**config.mk**
```make
export PLATFORM = sky130hd
export DESIGN_NAME = dma_ctrl
export DESIGN_NICKNAME = d
export VERILOG_FILES = /design/src/rtl/dma_ctrl.sv
export SDC_FILE = /design/constraint.sdc
export NUM_CORES = 1
export LEC_CHECK = 0
export ABC_AREA = 1
export CORE_MARGIN = 3
export CORE_UTILIZATION = 45
export CTS_CLUSTER_DIAMETER = 80
export DETAILED_ROUTE_END_ITERATION = 10
export GPL_ROUTABILITY_DRIVEN = 0
export PLACE_DENSITY = 0.72
export SETUP_SLACK_MARGIN = 0.3
export SYNTH_ARGS = -nofsm -noshare
export SYNTH_HDL_FRONTEND = slang
export SYNTH_SLANG_ARGS = --single-unit
```
**constraint.sdc**
```tcl
create_clock -name clk -period 1.7 [get_ports clk]
set_input_delay 0.34 -clock clk [delete_from_list [all_inputs] [get_ports clk]]
set_output_delay 0.34 -clock clk [all_outputs]
set_load 0.01 [all_outputs]
```
**src/rtl/dma_ctrl.sv**
```systemverilog
// ---------------------------------------------------------------------------
// dma_ctrl -- single-channel word-copy DMA engine
//
// Copies `length` 32-bit words from src_addr.. to dst_addr.. over a simple
// request/grant bus, one read followed by one write per word. Addresses are
// 8 bits and wrap modulo 256 without affecting the transfer count.
//
// Optional feature: define DMA_IRQ_EN to add the sticky irq output and its
// irq_clr input. Without it, done is the only completion indication.
//
// Ports
//   clk        system clock, rising edge
//   reset_n    asynchronous active-low reset
//   start      one-cycle transfer request, sampled only in IDLE
//   src_addr   first source word address (sampled with start)
//   dst_addr   first destination word address (sampled with start)
//   length     number of words to copy (sampled with start)
//   m_req      bus request
//   m_grant    bus grant
//   m_wr       bus write strobe (1 = write, 0 = read)
//   m_address  bus address
//   m_dout     bus write data
//   m_din      bus read data, valid one cycle after the read address cycle
//   busy       high while the FSM is not IDLE
//   done       one-cycle pulse at completion
//   irq        sticky completion interrupt   (DMA_IRQ_EN only)
//   irq_clr    clears irq                     (DMA_IRQ_EN only)
// ---------------------------------------------------------------------------
module dma_ctrl #(
    parameter int LEN_W = 8
) (
    input  logic             clk,
    input  logic             reset_n,
    input  logic             start,
    input  logic [7:0]       src_addr,
    input  logic [7:0]       dst_addr,
    input  logic [LEN_W-1:0] length,
    output logic             m_req,
    input  logic             m_grant,
    output logic             m_wr,
    output logic [7:0]       m_address,
    output logic [31:0]      m_dout,
    input  logic [31:0]      m_din,
    output logic             busy,
    output logic             done
`ifdef DMA_IRQ_EN
    ,
    output logic             irq,
    input  logic             irq_clr
`endif
);

    typedef enum logic [2:0] {
        S_IDLE  = 3'd0,
        S_REQ   = 3'd1,
        S_READ  = 3'd2,
        S_CAPT  = 3'd3,
        S_WRITE = 3'd4,
        S_DONE  = 3'd5
    } state_t;

    state_t             state_q, state_d;
    logic [7:0]         src_q, src_d;
    logic [7:0]         dst_q, dst_d;
    logic [LEN_W-1:0]   cnt_q, cnt_d;
    logic [31:0]        buf_q, buf_d;

    logic               m_req_q, m_req_d;
    logic               m_wr_q, m_wr_d;
    logic [7:0]         m_address_q, m_address_d;
    logic [31:0]        m_dout_q, m_dout_d;
    logic               busy_q, busy_d;
    logic               done_q, done_d;

    // State and datapath registers.
    always_ff @(posedge clk or negedge reset_n) begin
        if (!reset_n) begin
            state_q <= S_IDLE;
            src_q   <= 8'h00;
            dst_q   <= 8'h00;
            cnt_q   <= '0;
            buf_q   <= 32'h0000_0000;
        end else begin
            state_q <= state_d;
            src_q   <= src_d;
            dst_q   <= dst_d;
            cnt_q   <= cnt_d;
            buf_q   <= buf_d;
        end
    end

    // Next-state and datapath update logic.
    always_comb begin
        state_d = state_q;
        src_d   = src_q;
        dst_d   = dst_q;
        cnt_d   = cnt_q;
        buf_d   = buf_q;
        case (state_q)
            S_IDLE: begin
                if (start) begin
                    if (length != '0) begin
                        src_d   = src_addr;
                        dst_d   = dst_addr;
                        cnt_d   = length;
                        state_d = S_REQ;
                    end else begin
                        // Zero-length request completes without touching the bus.
                        state_d = S_DONE;
                    end
                end else begin
                    state_d = S_IDLE;
                end
            end
            S_REQ: begin
                if (m_grant) begin
                    state_d = S_READ;
                end else begin
                    state_d = S_REQ;
                end
            end
            S_READ: begin
                if (m_grant) begin
                    state_d = S_CAPT;
                end else begin
                    state_d = S_READ;
                end
            end
            S_CAPT: begin
                // Read data arrives the cycle after the address; take it unconditionally.
                buf_d   = m_din;
                state_d = S_WRITE;
            end
            S_WRITE: begin
                if (m_grant) begin
                    src_d = src_q + 8'd1;
                    dst_d = dst_q + 8'd1;
                    cnt_d = cnt_q - LEN_W'(1);
                    // Termination follows the counter only, never the address wrap.
                    if (cnt_q == LEN_W'(1)) begin
                        state_d = S_DONE;
                    end else begin
                        state_d = S_READ;
                    end
                end else begin
                    state_d = S_WRITE;
                end
            end
            S_DONE: begin
                state_d = S_IDLE;
            end
            default: begin
                state_d = S_IDLE;
            end
        endcase
    end

    // Output decode from the next-state values so registered outputs line up with the state.
    always_comb begin
        m_req_d     = 1'b0;
        m_wr_d      = 1'b0;
        m_address_d = 8'h00;
        m_dout_d    = 32'h0000_0000;
        busy_d      = (state_d != S_IDLE);
        // done trails the DONE state by one cycle.
        done_d      = (state_q == S_DONE);
        case (state_d)
            S_REQ: begin
                m_req_d = 1'b1;
            end
            S_READ: begin
                m_req_d     = 1'b1;
                m_address_d = src_d;
            end
            S_CAPT: begin
                m_req_d = 1'b1;
            end
            S_WRITE: begin
                m_req_d     = 1'b1;
                m_wr_d      = 1'b1;
                m_address_d = dst_d;
                m_dout_d    = buf_d;
            end
            default: begin
                m_req_d = 1'b0;
            end
        endcase
    end

    // Output registers.
    always_ff @(posedge clk or negedge reset_n) begin
        if (!reset_n) begin
            m_req_q     <= 1'b0;
            m_wr_q      <= 1'b0;
            m_address_q <= 8'h00;
            m_dout_q    <= 32'h0000_0000;
            busy_q      <= 1'b0;
            done_q      <= 1'b0;
        end else begin
            m_req_q     <= m_req_d;
            m_wr_q      <= m_wr_d;
            m_address_q <= m_address_d;
            m_dout_q    <= m_dout_d;
            busy_q      <= busy_d;
            done_q      <= done_d;
        end
    end

    assign m_req     = m_req_q;
    assign m_wr      = m_wr_q;
    assign m_address = m_address_q;
    assign m_dout    = m_dout_q;
    assign busy      = busy_q;
    assign done      = done_q;

`ifdef DMA_IRQ_EN
    logic irq_q, irq_d;

    // Sticky interrupt: completion sets it, irq_clr clears it, set wins a tie.
    always_comb begin
        if (state_q == S_DONE) begin
            irq_d = 1'b1;
        end else if (irq_clr) begin
            irq_d = 1'b0;
        end else begin
            irq_d = irq_q;
        end
    end

    // Interrupt register.
    always_ff @(posedge clk or negedge reset_n) begin
        if (!reset_n) begin
            irq_q <= 1'b0;
        end else begin
            irq_q <= irq_d;
        end
    end

    assign irq = irq_q;
`endif

endmodule

```
==> results of run 1 <==
[cells in the mapped netlist (all sizes together)]
cell	instances
inv	114
nand3	48
nor2	63
o22ai	1
nor3	5
ha	4
nor3b	1
a21oi	5
nand3b	1
xnor2	1
a21boi	1
o21bai	2
nand2	149
buf	9
o211ai	1
nand4	8
dfrtp	103
o21ai	58
clkbuf	11
xor2	5
[sequential cells by signal, indices dropped and copies added (netlist names)]
name and cells:
m_address 8, done 1, dst_q 8, m_req 1
src_q 8, state_q 3, m_dout 32, buf_q 32
busy 1, cnt_q 8, m_wr 1
[repair_timing]
action / in CTS / in global routing
resized for setup: 135 / 97
gates cloned: 4 / 6
setup buffers: 20 / 16
hold buffers: 1 / 0
endpoints found under the setup margin: 137 / 112
pin swaps: 15 / 16
hold endpoints to repair: 19 / 0
[through the flow]
step           power (mW)  setup WS (ns)
2_1_floorplan        7.35        -0.0688
3_3_place_gp         9.03         -0.242
3_5_place_dp         9.22         -0.291
4_1_cts              11.5         0.0484
5_1_grt              13.7        -0.0820
6_report             12.8       -0.00690
[worst reg2reg max path, stage by stage, from the launching register on]
cell and delay (ns):
dfrtp_1 0.43, nor2_4 0.22, nand2_4 0.09, inv_4 0.08, nand2_4 0.06, o21ai_4 0.19, nor2_4 0.07, nor2_8 0.17
inv_8 0.08, clkbuf_16 0.18, nor2_4 0.08
[layer usage]
layer,global-route usage [%],wire length [µm]
met3,3.21,593
met4,7.45,222
met2,35.6,7290
met5,0,0
met1,26.8,5780
[power by group through the flow]
| stage | sequential, mW | clock, mW | combinational (mW) |
|---|---|---|---|
| 2_1_floorplan | 3.95 | 0 | 3.41 |
| 3_3_place_gp | 3.90 | 0 | 5.14 |
| 3_5_place_dp | 3.93 | 0 | 5.30 |
| 4_1_cts | 3.88 | 1.45 | 6.15 |
| 5_1_grt | 3.98 | 1.56 | 8.17 |
| 6_report | 3.89 | 1.42 | 7.52 |
[final cells by class]
class	instances	share of cell area, %
multi-input combinational	353	30.5
tap	140	2.26
sequential	103	33.3
clock inverter	6	0.582
timing repair buffer	189	25.8
inverter	114	5.89
clock buffer	10	1.65
[path summary, 6_finish.rpt]
path                       startpoint          to  depth (start not counted)  slack [ns]
max                        state_q[0]  m_dout[16]                         10      -0.007
min                         length[5]    cnt_q[5]                          3        0.39
max reg2reg                state_q[0]  m_dout[16]                         10      -0.007
min reg2reg                  cnt_q[5]    cnt_q[5]                          2        0.55
max in group asynchronous     reset_n        m_wr                          3        0.77
min in group asynchronous     reset_n  m_dout[10]                          2        0.41
[cells by family after synthesis]
logic type	count (synthesis)	synth area share, %
AOI/OAI and AO/OA	68	7.04
xor gates and xnor gates	6	1.04
adders and majority gates	4	0.991
buffers and inverters	134	11.5
DFF	103	51.0
and+or+nand+nor	275	28.4
==> impl_summary.md, run 1 <==
Outcome
The run finished, with violations left. The checks that failed: negative setup slack.

Clock tree
The clock-pin slew on the worst setup and hold paths is 0.10 ns. TritonCTS built the clock tree. No sink is reached through more buffers than the 2 on the longest clock path. The total number of clock tree sinks is 103. The clock latency on the worst-skew pair is 0.37 ns. The root cell of the clock tree is clkbuf_8.

The number of CTS-inserted buffers is 9. CTS built an H-tree with a depth of 3.

Synthesis
The mean instance size in the synthesized netlist is 8.56 µm². The post-synth design cell area is 0.00505 mm². The post-synthesis instance total is 590. The share of the Yosys chip area taken by registers is 51.0%. The number of nets handed over by synthesis was 654.

The synthesized design contains 103 register bits. During synthesis, Yosys emitted a total of 0 warnings. Ranked by total cell area, the synthesized netlist is headed by dfrtp_1 51%, nand2_1 11%, inv_1 8.0%, nor2_4 7.1%, nand3_1 4.7%. The biggest area contributor in the post-synthesis netlist is dfrtp_1. The count of unique library cells instantiated by Yosys is 35. Of the post-synthesis cell area, the dominant cell type holds 51.0%.

Finish
Across the whole layout, storage elements account for 0.00258 mm². The number of non-filler instances in the completed layout is 915. In the final layout, the share of cells above drive strength 1 is 29.5%.

The total inserted antenna cells is 0. Relative to the synthesized area, the layout overhead comes to 53.2%. The layout net count is 834. The layout filler cell count is 790. The library cell used most frequently in the layout, excluding fill and tap cells, is nand2_1.

At the end of the flow the core is filled with cells to 71.1%. Leaving out fill and tap cells, the most frequent cells in the layout are 129 x nand2_1, 104 x inv_1, 102 x dfrtp_1. The area of the multi-input gates is 0.00236 mm². The area of all placed cells without fillers is 0.00774 mm².

GRT
For this run, the total global-route usage over all layers was measured as 20.8%. The global-route congestion overflow total is 0. The first global-routing pass estimated 21100 µm of wire. The number of global-route vias before repair is 4446. Entering global routing, the biggest net connects 34 pins. The initial antenna violation count is 0.

Drt
The total number of vias is 4533. The detail route stage leaves a number of antenna-violating nets equal to 0. The routed wire length is 13900 µm. The average wire per cell in the routed design is 15.2 µm. After detailed routing, the number of vias per cell comes to 4.95.

After detailed routing, the number of remaining DRC violations is 0. The violation count after the first detailed-route iteration is 211. The first-pass detailed-route iteration total is 4.

Timing
The final hold violation count is 0. The tightest slew margin relative to the limit is 78.3%. Setup repair after global routing could not meet its margin everywhere. The smallest clock period supported by the final layout is computed as 1.71 ns.

Setup violations remaining at the end of the flow were counted as 2. The worst path uses 100% of the clock period. For the pin with the worst max-slew slack, the measured transition is 0.326 ns. The max-slew violation count was 0. The final worst-path setup slack is -0.00690 ns. The total negative setup slack is -0.0135 ns. For the final database, setup skew stands at 0.0119 ns.

Hold timing on the final database bottoms out at a slack of 0.390 ns. The peak clock frequency supported by timing is 586 MHz.

Worst setup path
Counting both buffers and inverters, the worst setup path holds a total of 3. The critical path data required time is 2.01 ns. The worst setup path is captured at a register.

In this run the worst path has a maximum fanout of 8. The start-to-end type of the worst setup path is register to register. STA puts the critical path data arrival time at 2.02 ns.

The critical path goes through nor2_4 > nand2_4 > inv_4 > nand2_4 > o21ai_4 > nor2_4 > nor2_8 > inv_8 > clkbuf_16 > nor2_4. The type of origin of the critical path is a register. The cell with the biggest individual delay on the critical path is dfrtp_1. The cell family contributing the most delay on the critical path is simple AND/OR/NAND/NOR gates. For this run, the slowest stage of the critical path takes 0.43 ns.

The cell that appears most often on the critical path is nor2_4.

Placement
The post-placement cell area is 0.00656 mm². The instance count after placement with tap cells included is 852. Detailed placement finished with a half-perimeter wire length of 8440 µm. Input and output buffers added on the ports amount to 103.

Power
The share of total power dissipated in combinational logic is 58.6%. The clock group share of total power is 11.0%. The portion of total power attributed to sequential cells is 30.3%.

For this design the static power due to leakage is 3.97 nW. Cell internal power was estimated by the tool at 7.38 mW. The net switching power is 5.44 mW. For this design the ratio of total power to cell area is 1660 mW/mm². Across the VDD grid, the largest voltage drop is 772 µV.

The switching part of the total is 42.4%.

Die
The die outline area is 0.0125 mm². The core box area is 0.0109 mm². After floorplanning, the core was divided into 38 placement rows. The chip height is 112 µm.

The total I/O pin count is 104. For this configuration, the core starts out at a cell density of 46.4%. The die is 112 µm wide.

Run
The tool flagged a number of max-cap violations equal to 0.

Hold path
The type of the worst min-delay path is input port to register.
Note: power is estimated with default switching activity, not from simulation.
==> run 2, diff against run 1 <==
--- a/config.mk
+++ b/config.mk
@@ -11,7 +11,7 @@
 export CTS_CLUSTER_DIAMETER = 80
 export DETAILED_ROUTE_END_ITERATION = 10
 export GPL_ROUTABILITY_DRIVEN = 0
-export PLACE_DENSITY = 0.72
+export PLACE_DENSITY = 0.7
 export SETUP_SLACK_MARGIN = 0.3
 export SYNTH_ARGS = -nofsm -noshare
 export SYNTH_HDL_FRONTEND = slang
==> constraint.sdc (replaced) <==
create_clock -name clk -period 1.8 [get_ports clk]
set_input_delay 0.36 -clock clk [delete_from_list [all_inputs] [get_ports clk]]
set_output_delay 0.36 -clock clk [all_outputs]
set_load 0.01 [all_outputs]
==> impl_summary.md, run 2 (same netlist as run 1, synthesis figures left out) <==
Power
The net switching power is 4.47 mW (was 5.44 mW). The portion of total power attributed to sequential cells is 35.4% (was 30.3%). The clock group share of total power was 12.4% (was 11.0%). The maximum vdd ir drop is 806 µV (was 772 µV). The logic gate share of total power was 52.1% (was 58.6%).

The power density over the cells is 1490 mW/mm² (was 1660 mW/mm²). The internal power summed over all cells is 5.90 mW (was 7.38 mW). The leakage power is 3.73 nW (was 3.97 nW).

The switching part of the total is 43.1% (was 42.4%).

Clock tree
The total number of clock tree sinks is 103 (unchanged). The number of levels the H-tree was split into came to 3 (unchanged). The clock latency on the worst-skew pair is 0.36 ns (was 0.37 ns). The clock-pin slew on the worst setup and hold paths is 0.09 ns (was 0.10 ns). The number of CTS-inserted buffers is 9 (unchanged).

The count of hold buffers inserted by post-cts repair came to 0 (was 1). The TritonCTS clock tree is yes (unchanged). The maximum clock insertion buffer count is 2 (unchanged). The root cell of the clock tree is clkbuf_8 (unchanged).

Die
The number of rows created at floorplan came to 38 (unchanged). The total I/O pin count came to 104 (unchanged). The starting utilization of the core area is 46.4% (unchanged). The core box area was 0.0109 mm² (unchanged). The die outline area is 0.0125 mm² (unchanged). The chip height is 112 µm (unchanged). The horizontal die dimension is 112 µm (unchanged).

Finish
The total inserted antenna cells is 0 (unchanged). The layout filler cell count is 925 (was 790). The fraction of final layout cells sized beyond drive strength 1 is 22.6% (was 29.5%). The layout-stage area growth over the synthesis result is 37.8% (was 53.2%). The number of non-filler instances in the completed layout is 882 (was 915). Leading cell types in the layout, fill and taps excluded: 136 x nand2_1, 106 x inv_1, 102 x dfrtp_1 (was 129 x nand2_1, 104 x inv_1, 102 x dfrtp_1). The post-layout utilization of the core is 63.9% (was 71.1%). The leading cell type in the layout, fill and taps excluded is nand2_1 (unchanged).

The layout net count is 801 (was 834).

Placement
The instance count after placement with tap cells included is 850 (was 852). The number of I/O port buffers is 103 (unchanged). The post-detailed-placement half-perimeter wirelength is 8450 µm (was 8440 µm).

Drt
The average wire per cell in the routed design is 13.6 µm (was 15.2 µm). The total number of vias came to 4163 (was 4533). The remaining number of nets flagged by the antenna check after routing is 0 (unchanged). The routed wire length is 12000 µm (was 13900 µm). The violation count after the first detailed-route iteration is 208 (was 211). The first-pass detailed-route iteration total is 4 (unchanged).

The detailed-route DRC error count is 0 (unchanged). The number of vias per cell after detailed routing is 4.72 (was 4.95).

Worst setup path
The most prevalent standard cell on the critical path was buf_4 (was nor2_4). The critical path data required time is 2.06 ns (was 2.01 ns). The cell type group with the largest total delay on the critical path was simple AND/OR/NAND/NOR gates (unchanged). The cell with the biggest individual delay on the critical path was dfrtp_1 (unchanged). The data arrival time of the worst path is 1.92 ns (was 2.02 ns). The sort of element at the end of the critical path is a register (unchanged).

The start-to-end type of the worst setup path is register to register (unchanged). The beginning of the worst register-to-register path is state_q[1] (was state_q[0]). The number of buffer and inverter stages on the critical path is 4 (was 3). The type of origin of the critical path is a register (unchanged). The critical path's largest stage delay is 0.42 ns (was 0.43 ns). Ordered cell list for the critical path: nor2_4 > inv_6 > nor2_8 > nand3_2 > nand2_2 > nor2_4 > nand2_4 > nor2_8 > buf_4 > buf_4 > buf_4 (was nor2_4 > nand2_4 > inv_4 > nand2_4 > o21ai_4 > nor2_4 > nor2_8 > inv_8 > clkbuf_16 > nor2_4).

The highest net fanout along the worst path is 5 (was 8). The launching instance or port of the critical path is state_q[1] (was state_q[0]).

GRT
The global-route wire length before repair is 20100 µm (was 21100 µm). The number of global-route vias before repair is 4272 (was 4446). The largest net degree at the start of global routing came to 104 (was 34). The initial antenna violation count is 0 (unchanged). The global-route usage over all layers is 19.7% (was 20.8%). The global-route congestion overflow total came to 0 (unchanged).

Outcome
Run status: complete, no violations (was finished, violations left).

Timing
The tightest slew margin relative to the limit was 62.4% (was 78.3%). The shortest clock period the worst path allows after layout was 1.66 ns (was 1.71 ns). The final worst-path cycle share is 92.4% (was 100%). The setup skew after layout is 0.0105 ns (was 0.0119 ns). Unrepaired setup endpoints after global routing: true (unchanged). The max-slew violation count is 0 (unchanged). The pin slew with the least headroom to its limit was 0.564 ns (was 0.326 ns).

The final hold violation count is 0 (unchanged). The peak clock frequency supported by timing came to 601 MHz (was 586 MHz). The setup violation total in the final timing report came to 0 (was 2).

Run
The reported max-cap violation count is 0 (unchanged).

Hold path
The type of the worst min-delay path is input port to async pin (was input port to register).
## run 2: changes by cell type in the layout (fill, tap and decap cells not counted), sizes merged
cell,change
buf,-27
clkbuf,-4
clkdlybuf4s15,-26
clkinv,-3
clkinvlp,+1
dlygate4sd2,+27
dlygate4sd3,-1
## run 2: what timing repair did
action / in CTS / in global routing
endpoints found under the setup margin: 120 / 79
endpoints found under the hold margin: 0 / 0
cloned: 2 / 0
pin swaps: 19 / 6
gates resized for setup: 98 / 33
setup buffers: 10 / 4
## run 2: path summary, 6_finish.rpt
| path | endpoint | cells past startpoint | slack, ns |
|---|---|---|---|
| max | m_wr | 11 | 0.14 |
| min | src_q[4] | 2 | 0.03 |
| max reg2reg | m_wr | 11 | 0.14 |
| min reg2reg | cnt_q[7] | 2 | 0.57 |
| max in group asynchronous | state_q[2] | 2 | 1.31 |
| min in group clk | cnt_q[7] | 3 | 0.45 |
## run 2: final cells by class
| cell class | count | area (µm²) | share of cell area, % |
|---|---|---|---|
| clock buffer | 12 | 135 | 1.94 |
| clock inverter | 4 | 30.0 | 0.431 |
| inverter | 114 | 448 | 6.44 |
| multi-input combinational | 353 | 2090 | 30.0 |
| sequential | 103 | 2580 | 37.1 |
| tap | 140 | 175 | 2.52 |
| timing repair buffer | 156 | 1510 | 21.6 |
## run 2: power groups by stage
stage	combinational (mW)	clock, mW	sequential, mW
after floorplan	3.21	0	3.73
after global placement	4.79	0	3.69
after detailed placement	4.98	0	3.71
after CTS	5.17	1.33	3.67
after global routing	6.03	1.43	3.79
final	5.41	1.29	3.68
## run 2: stage by stage
| step | area, µm² | hold WS, ns | power, mW | setup WS [ns] | TNS (ns) |
|---|---|---|---|---|---|
| after floorplan | 5100 | 0.0644 | 6.94 | 0.0312 | 0 |
| after global placement | 6520 | 0.464 | 8.49 | -0.206 | -8.98 |
| after detailed placement | 6520 | 0.474 | 8.70 | -0.270 | -12.33 |
| after CTS | 6830 | 0.0743 | 10.2 | 0.142 | 0 |
| after global routing | 6960 | 0.0815 | 11.2 | 0.0357 | 0 |
| final | 6960 | 0.0259 | 10.4 | 0.136 | 0 |
## run 2: layer usage
layer / GRT usage (%) / vias to the layer above / wire length [µm]
met5: 0 / - / 0
met4: 6.25 / 0 / 215
met3: 4.29 / 17 / 693
met2: 33.4 / 107 / 6070
met1: 25.3 / 1943 / 5040
li1: - / 2096 / -
==> patch: new RTL, flow settings as in run 1 <==
Set the parameter `LEN_W` to 4 (it was 8).
--- a/src/rtl/dma_ctrl.sv
+++ b/src/rtl/dma_ctrl.sv
@@ -29,3 +29,3 @@
 module dma_ctrl #(
-    parameter int LEN_W = 8
+    parameter int LEN_W = 4
 ) (
Ports: changed (resized length); port bits go from 104 to 100. No check against the original RTL was run, so the function may have changed too.
==> patch against run 1 <==
- final cell count shrank 14%
- non-clock buffer count is 34 lower
- maximum frequency is 1.9% higher
- sequential cell count shrank 4
- die area is 9.7% lower
- final area shrank 9.5%
- synthesized area decreased by 10%
- sequential power down 3%
- total power is 6.8% lower
- worst hold slack improved by 16 ps
- first-iteration DRC count is 15% lower
- worst setup slack improved by 31 ps
- routed wire length fell by 13%
- critical path type unchanged
- highest routed layer unchanged
==> patch: results (changes against run 1) <==
.. list-table::
   :header-rows: 1

   * - Metric
     - Value
   * - Most used standard cells in the synthesized netlist
     - sky130_fd_sc_hd__nand2_1, sky130_fd_sc_hd__dfrtp_1, sky130_fd_sc_hd__inv_1 (was sky130_fd_sc_hd__nand2_1, sky130_fd_sc_hd__inv_1, sky130_fd_sc_hd__dfrtp_1)
   * - Reg-to-reg setup timing slack
     - 20 ps (was -7 ps)
   * - Clock Skews
     - 11.3 ps (was 11.9 ps)
   * - Final Hold Slack
     - 406 ps (was 390 ps)
   * - Sequential share of the synthesized area
     - 0.547 (was 0.510)
   * - 1st-pass router iterations
     - 5 (was 4)
   * - Path category of the worst min-delay check
     - input port to asynchronous set/reset pin (was input port to register)
   * - Routed wirelength normalized by instance count
     - 15.3 um (was 15.2 um)
   * - GR Util met1
     - 0.227 (was 0.268)
   * - Fraction of layout cells with a size suffix above 1
     - 0.358 (was 0.295)
   * - Static leakage
     - 3.52 nW (was 3.97 nW)
   * - Worst-path cell with the longest stage delay
     - sky130_fd_sc_hd__dfrtp_2 (was sky130_fd_sc_hd__dfrtp_1)
   * - Total clock buffers created by CTS
     - 9 (unchanged)
   * - Top post-synthesis cells by area
     - sky130_fd_sc_hd__dfrtp_1, sky130_fd_sc_hd__nand2_1, sky130_fd_sc_hd__nor2_4, sky130_fd_sc_hd__inv_1, sky130_fd_sc_hd__o21ai_0 (was sky130_fd_sc_hd__dfrtp_1, sky130_fd_sc_hd__nand2_1, sky130_fd_sc_hd__inv_1, sky130_fd_sc_hd__nor2_4, sky130_fd_sc_hd__nand3_1)
   * - Number of vias per cell after detailed routing
     - 4.86 (was 4.95)
   * - Overall global routing resource usage
     - 0.188 (was 0.208)
   * - Detailed-placement wirelength estimate
     - 7.09 mm (was 8.44 mm)
   * - Grt met2 use
     - 0.330 (was 0.356)
   * - Port buffer count
     - 99 (was 103)
   * - Met3 GRT Util
     - 0.0298 (was 0.0321)
   * - Run status
     - complete, no violations (was finished, violations left)
   * - Initial DRC count
     - 179 (was 211)
   * - Syn nets
     - 555 (was 654)
   * - Stage delay of the slowest cell on the critical path
     - 450 ps (was 430 ps)
   * - Post-Place Setup Slack
     - -323 ps (was -291 ps)
   * - Net count, final
     - 709 (was 834)
   * - Pin count of the biggest net entering global routing
     - 65 (was 34)
   * - Vias in the first global route
     - 3,665 (was 4,446)
   * - Wire length of the first global-routing pass
     - 16.8 mm (was 21.1 mm)
   * - Unique cell type count in the Yosys netlist
     - 30 (was 35)
   * - Headroom to the max-slew limit
     - 0.766 (was 0.783)
   * - Clock edge transition at the registers on the reported setup and hold paths
     - 100 ps (about the same)
   * - Peak supply drop
     - 0.776 mV (was 0.772 mV)
==> patch: cell types whose count changed after synthesis, moves of 4 or more <==
cell                              run 1  this run
sky130_fd_sc_hd__o21ai_1             11         1
sky130_fd_sc_hd__nand2_1            145       120
sky130_fd_sc_hd__inv_2                2         7
sky130_fd_sc_hd__dfrtp_1            103        99
sky130_fd_sc_hd__nand2_2              1         7
sky130_fd_sc_hd__clkbuf_1            10         3
sky130_fd_sc_hd__a21oi_1              5        10
sky130_fd_sc_hd__inv_1              108        88
sky130_fd_sc_hd__nand4_1              8         3
sky130_fd_sc_hd__nand3_1             47        19
==> patch: repair_timing <==
item | CTS | global route
buffers inserted | 10 | 11
pin swaps | 9 | 22
resized for setup | 99 | 141
endpoints found under the hold margin | 21 | 0
cloned | 2 | 6
hold buffers | 1 | 0
endpoints found under the setup margin | 134 | 114
==> patch: report_power, final <==
part	switching [mW]	internal (mW)	total [mW]
Clock	0.847	0.696	1.54
Sequential	0.478	3.28	3.76
Combinational	3.73	2.92	6.64
==> patch: stage by stage <==
stage	area [um^2]	total power, mW	cells
6_report	7000	11.9	787
2_1_floorplan	4590	6.82	495
3_3_place_gp	5930	8.46	741
3_5_place_dp	5930	8.61	741
4_1_cts	6320	10.5	770
5_1_grt	7000	12.8	787
==> patch: metal layers <==
layer / part of all wire / vias to the layer above
li1: - / 1819
met1: 0.41 / 1874
met2: 0.53 / 112
met3: 0.042 / 18
met4: 0.017 / 0
met5: 0 / -
==> patch: cell families (layout without fill, tap and decap cells) <==
group                      after synthesis  count (layout)  synth area share
AOI/OAI and AO/OA                       61              61            0.0718
xor gates and xnor gates                 3               3           0.00580
adders and majority gates                4               4            0.0110
buffers and inverters                  109             268             0.104
DFF                                     99              99             0.547
and+or+nand+nor                        219             219             0.261
==> patch: how the worst max path moves through the flow <==
stage	from	endpoint	slack, ps
floorplan	cnt_q[1]	m_dout[16]	140
global placement	m_grant	m_address[7]	-230
detailed placement	m_grant	m_address[7]	-320
CTS	cnt_q[1]	m_dout[16]	100
global route	state_q[2]	m_address[2]	-40
finish	state_q[0]	m_dout[16]	20
==> patch: layout make-up <==
type	count	area (um^2)
multi-input cells	287	2120
well taps	133	166
clock inverters	6	72.6
repair buffers	155	1640
fillers	721	2770
clock buffers	10	128
flip-flops and latches	99	2480
repair inverters	1	6.26
inverters	96	385
==> patch: worst reg2reg max path: cells and delay by family (launching register included) <==
| family | cells | cell delay (ps) |
|---|---|---|
| and+or+nand+nor | 5 | 580 |
| buffers and inverters | 4 | 510 |
| DFF | 1 | 450 |
| AOI/OAI and AO/OA | 1 | 80 |
